`config.mk`:
```
export PLATFORM = sky130hd
export DESIGN_NAME = binary16_square
export DESIGN_NICKNAME = d
export VERILOG_FILES = /design/src/rtl/binary16_square.sv
export SDC_FILE = /design/constraint.sdc
export NUM_CORES = 1
export LEC_CHECK = 0
export BUFFER_PORTS_ARGS = -buffer_cell sky130_fd_sc_hd__buf_2
export CORE_MARGIN = 2
export CORE_UTILIZATION = 25
export DETAILED_ROUTE_END_ITERATION = 16
export GPL_TIMING_DRIVEN = 0
export HOLD_SLACK_MARGIN = 0.03
export PLACE_DENSITY = 0.38
export SYNTH_ARGS = -nofsm -noshare
export SYNTH_HDL_FRONTEND = slang
export SYNTH_SLANG_ARGS = --single-unit
```
`constraint.sdc`:
```
create_clock -name clk_in -period 12.35 [get_ports clk_in]
set_clock_uncertainty 0.2 [all_clocks]
set_input_delay 0.6175 -clock clk_in [delete_from_list [all_inputs] [get_ports clk_in]]
set_output_delay 0.6175 -clock clk_in [all_outputs]
set_load 0.02 [all_outputs]
```
`src/rtl/binary16_square.sv`:
```
// Squares an IEEE binary16 operand in a fixed four-stage pipeline.
// Negative inputs square to positive values. Subnormal inputs and underflows flush to zero.
module binary16_square #(
   parameter int ROUND_NEAREST = 1
) (
   input  logic        clk_in,
   input  logic        rst,
   input  logic [15:0] n,
   input  logic        data_valid_in,
   output logic [15:0] result,
   output logic        data_valid_out,
   output logic        busy
);

   localparam int STAGES = 4;

   typedef enum logic [1:0] {
      CL_NORM,
      CL_ZERO,
      CL_INF,
      CL_NAN
   } cls_t;

   typedef struct packed {
      cls_t       cls;
      logic [4:0] exp;
      logic [9:0] mant;
   } s1_t;

   typedef struct packed {
      cls_t        cls;
      logic [4:0]  exp;
      logic [21:0] prod;
   } s2_t;

   typedef struct packed {
      cls_t       cls;
      logic [7:0] e;     // signed unbiased-plus-bias exponent after rounding
      logic [9:0] mant;
   } s3_t;

   logic [STAGES:1] vld_pipe;
   s1_t             s1_d, s1_q;
   s2_t             s2_d, s2_q;
   s3_t             s3_d, s3_q;
   logic [15:0]     pack_d;

   // S1: unpack and classify
   always_comb begin
      s1_d.exp  = n[14:10];
      s1_d.mant = n[9:0];
      s1_d.cls  = CL_NORM;
      if (n[14:10] == 5'd0)
         s1_d.cls = CL_ZERO;
      else if (n[14:10] == 5'h1F)
         s1_d.cls = (n[9:0] == 10'd0) ? CL_INF : CL_NAN;
   end

   // S2: 11x11 significand product
   logic [10:0] sig;
   always_comb begin
      sig        = {1'b1, s1_q.mant};
      s2_d.cls   = s1_q.cls;
      s2_d.exp   = s1_q.exp;
      s2_d.prod  = 22'(sig) * 22'(sig);
   end

   // S3: normalize on P[21], then round
   logic [9:0]        m_raw;
   logic              guard, sticky, inc;
   logic [10:0]       m_rnd;
   logic signed [7:0] e_raw, e_fin;
   always_comb begin
      if (s2_q.prod[21]) begin
         m_raw  = s2_q.prod[20:11];
         guard  = s2_q.prod[10];
         sticky = |s2_q.prod[9:0];
         e_raw  = $signed({2'b00, s2_q.exp, 1'b0}) - 8'sd14;
      end else begin
         m_raw  = s2_q.prod[19:10];
         guard  = s2_q.prod[9];
         sticky = |s2_q.prod[8:0];
         e_raw  = $signed({2'b00, s2_q.exp, 1'b0}) - 8'sd15;
      end
      inc   = (ROUND_NEAREST != 0) && guard && (sticky || m_raw[0]);
      m_rnd = {1'b0, m_raw} + {10'd0, inc};
      // A carry out of the rounding step leaves m_rnd[9:0] at zero.
      e_fin = m_rnd[10] ? (e_raw + 8'sd1) : e_raw;
      s3_d.cls  = s2_q.cls;
      s3_d.mant = m_rnd[9:0];
      s3_d.e    = e_fin;
   end

   // S4: pack the result and handle special classes and range limits
   always_comb begin
      pack_d = {1'b0, s3_q.e[4:0], s3_q.mant};
      case (s3_q.cls)
         CL_ZERO: pack_d = 16'h0000;
         CL_INF:  pack_d = 16'h7C00;
         CL_NAN:  pack_d = 16'h7E00;
         default: begin
            if ($signed(s3_q.e) >= 8'sd31)
               pack_d = 16'h7C00;
            else if ($signed(s3_q.e) <= 8'sd0)
               pack_d = 16'h0000;
         end
      endcase
   end

   always_ff @(posedge clk_in or posedge rst) begin
      if (rst) begin
         vld_pipe <= '0;
         s1_q     <= '0;
         s2_q     <= '0;
         s3_q     <= '0;
         result   <= '0;
      end else begin
         vld_pipe <= {vld_pipe[STAGES-1:1], data_valid_in};
         if (data_valid_in) s1_q   <= s1_d;
         if (vld_pipe[1])   s2_q   <= s2_d;
         if (vld_pipe[2])   s3_q   <= s3_d;
         if (vld_pipe[3])   result <= pack_d;
      end
   end

   assign data_valid_out = vld_pipe[STAGES];
   assign busy           = |vld_pipe;

endmodule

```
==> results.json <==
{
  "outcome": "completed",
  "synth_cell_types": 60,
  "die_w_um": 176,
  "synth_seq_area_share_pct": 28.3,
  "rr_startpoint": "s1_q[2]",
  "routedWlPerCell_um": 14.4,
  "first_global_vias": 5406,
  "synth_area_um2": 7430,
  "grt_pass1_wl_um": 29100,
  "core_um2": 29500,
  "p_leak_nw": 3.95,
  "overflow": 0,
  "tns_ns": 0,
  "layout.nets": 960,
  "area_growth_pct": 13.2,
  "cts_tree": "done",
  "cp-end-kind": "flop",
  "path_class": "reg -> reg",
  "rsz0062_at_grt": "no",
  "multiInputGateArea_um2": 4700,
  "postLayoutCellArea_um2": 8410,
  "layout_min_cycle_time_ns": 6.14,
  "required_ns": 12.37,
  "hold_buffers": 0,
  "pre_cts_ws_ns": 6.23,
  "start_util_pct": 25.2,
  "cts-buffers-inserted": 9,
  "grt_max_degree": 56,
  "ios": 37,
  "clock-root-buffer": "clkbuf_16",
  "place_area_um2": 8120,
  "htree_levels": 3,
  "hold_violations": 0,
  "seqCellArea_um2": 2100,
  "ys_warn_count": 0,
  "viasPerCell": 4.23,
  "syn_inst": 767,
  "die_height_um": 176,
  "setup_ws_ns": 6.21,
  "crit_path_max_fanout": 9,
  "worstPathArrival_ns": 6.17,
  "setup_viol": 0,
  "drive_gt1_share_pct": 14.7,
  "start_kind": "flop",
  "diodes": 0,
  "ys_async_sr_fraction_pct": 100,
  "r2r-end": "s2_q[19]",
  "synth-edff-count": 0,
  "clk_pin_slew_worst_paths_ns": 0.07,
  "powerDensity_nw_per_um2": 278,
  "synth_flop_cell": "dfrtp_1",
  "fmax_mhz": 163,
  "drt_iter0_drc": 138,
  "ir_worst_vdd_mv": 0.117,
  "gp_congestion": 0.745,
  "nFillCells": 3221,
  "drv_cap": 0,
  "synth-seq-cells": 84,
  "cts_resized": 0,
  "syn_area_per_cell_um2": 9.69,
  "port_buffers": 34,
  "dieArea_um2": 31100,
  "slew_violations": 0,
  "dp_hpwl_um": 14000,
  "wl_um": 17400,
  "hold_class": "in -> async",
  "post-route-period-util_pct": 49.7,
  "std_cell_rows": 63,
  "route.detailed.drc": 0,
  "syn_nets": 914,
  "antenna_found_initial": 0,
  "clk_latency_ns": 0.34,
  "grt_usage_pct": 11.9,
  "worstMarginPinSlew_ns": 0.696,
  "ant_nets": 0,
  "r2r_setup_slack_ns": 6.21,
  "vias": 5110,
  "rr_worst_depth": 18,
  "slew_headroom_pct": 53.2,
  "cts_buffer_depth": 2,
  "first_pass_iters": 4,
  "cts.sinks": 84,
  "post_cts_buffers": 0
}
## metal layers
metal	routed length, µm	global-route usage [%]	vias up
met5	0	0	-
met4	167	2.69	0
met3	319	1.81	13
met2	7930	19.4	51
met1	8960	16.5	2432
li1	-	-	2614
## cell type report
type                    instances  share of cell area [%]
inverters                     118                    5.30
multi-input cells             532                    55.9
repair buffers                 35                    2.35
clock buffers                  11                    2.77
clock inverters                 5                   0.714
plain buffers                  33                    2.23
flip-flops and latches         84                    25.0
well taps                     390                    5.80
## flip-flops by register name (all words and copies together), names as in the netlist
name / count
vld_pipe: 4
s2_q: 28
s1_q: 17
result: 15
s3_q: 20
## critical path, stage by stage (launching register included)
cell	delay, ns
dfrtp_1	0.41
clkbuf_1	0.47
inv_1	0.27
fa_1	0.65
inv_1	0.08
fa_1	0.51
fa_1	0.53
fa_1	0.55
inv_1	0.05
fa_1	0.41
inv_1	0.07
ha_1	0.23
buf_6	0.14
a21o_1	0.17
a2111oi_0	0.41
o21ai_0	0.25
a211oi_1	0.32
xor2_1	0.22
mux2i_1	0.10
## Yosys cell counts, types with 3 or more instances
cell type / count / share of area, %
a211oi_1: 3 / 0.30
a21boi_0: 5 / 0.51
a21o_1: 12 / 1.2
a21oi_1: 31 / 2.1
a31oi_1: 6 / 0.51
and2_1: 11 / 0.93
and3_1: 8 / 0.67
buf_6: 7 / 1.1
clkbuf_1: 21 / 1.1
dfrtp_1: 84 / 28
fa_1: 62 / 17
ha_1: 66 / 11
inv_1: 117 / 5.9
mux2_2: 42 / 6.4
mux2i_1: 10 / 1.3
nand2_1: 67 / 3.4
nand2b_1: 3 / 0.25
nand3_1: 10 / 0.67
nand4_1: 5 / 0.42
nor2_1: 45 / 2.3
nor2b_1: 5 / 0.42
nor3_1: 5 / 0.34
nor4_1: 3 / 0.25
o211ai_1: 4 / 0.40
o21a_1: 5 / 0.51
o21ai_0: 41 / 2.8
or2_2: 5 / 0.42
or4_1: 5 / 0.51
xnor2_1: 31 / 3.7
xor2_1: 10 / 1.2
## per-stage QoR
step,total power (W),util [%],std cells,hold slack (ns)
2_1_floorplan,0.00170,-,767,0.152
3_3_place_gp,0.00209,27.4,1191,0.157
3_5_place_dp,0.00208,27.5,1192,0.161
4_1_cts,0.00238,28.5,1208,0.0796
5_1_grt,0.00261,28.5,1208,0.0985
6_report,0.00234,28.5,1208,0.0711
## placed cells by master (no fill, tap or decap), types with 11 or more instances in the layout
cell / instances
fa_1: 62
and2_1: 11
xnor2_1: 31
a21o_1: 12
a21oi_1: 31
mux2_2: 42
clkbuf_1: 23
buf_2: 36
nor2_1: 45
dfrtp_1: 84
nand2_1: 67
ha_1: 66
o21ai_0: 41
inv_1: 116
## where the power goes
| group | total (W) | switching [W] | internal [W] |
|---|---|---|---|
| clock network | 0.000278 | 0.000120 | 0.000158 |
| registers | 0.000421 | 0.0000633 | 0.000358 |
| logic | 0.00164 | 0.000898 | 0.000739 |
| total | 0.00234 | 0.00108 | 0.00125 |
## logic make-up after synthesis
group / after synthesis / share of synthesized area, %
buffers and inverters: 151 / 8.49
multiplexers: 53 / 7.90
AND/OR/NAND/NOR: 181 / 11.6
adder cells (fa/ha/maj): 128 / 27.8
XOR/XNOR: 41 / 4.83
other: 1 / 0.0505
AO/OA/AOI/OAI: 128 / 11.0
flip-flops: 84 / 28.3
## worst max-delay path by stage
stage	slack (ns)	endpoint	start	cells after the start
after global routing	5.81	s2_q[19]	s1_q[2]	18
after CTS	6.20	s2_q[19]	s1_q[2]	18
after global placement	6.19	s2_q[19]	s1_q[2]	18
final	6.21	s2_q[19]	s1_q[2]	18
after floorplan	6.98	s2_q[14]	s1_q[8]	17
after detailed placement	6.23	s2_q[19]	s1_q[2]	18
(Power assumes the default switching activity.)
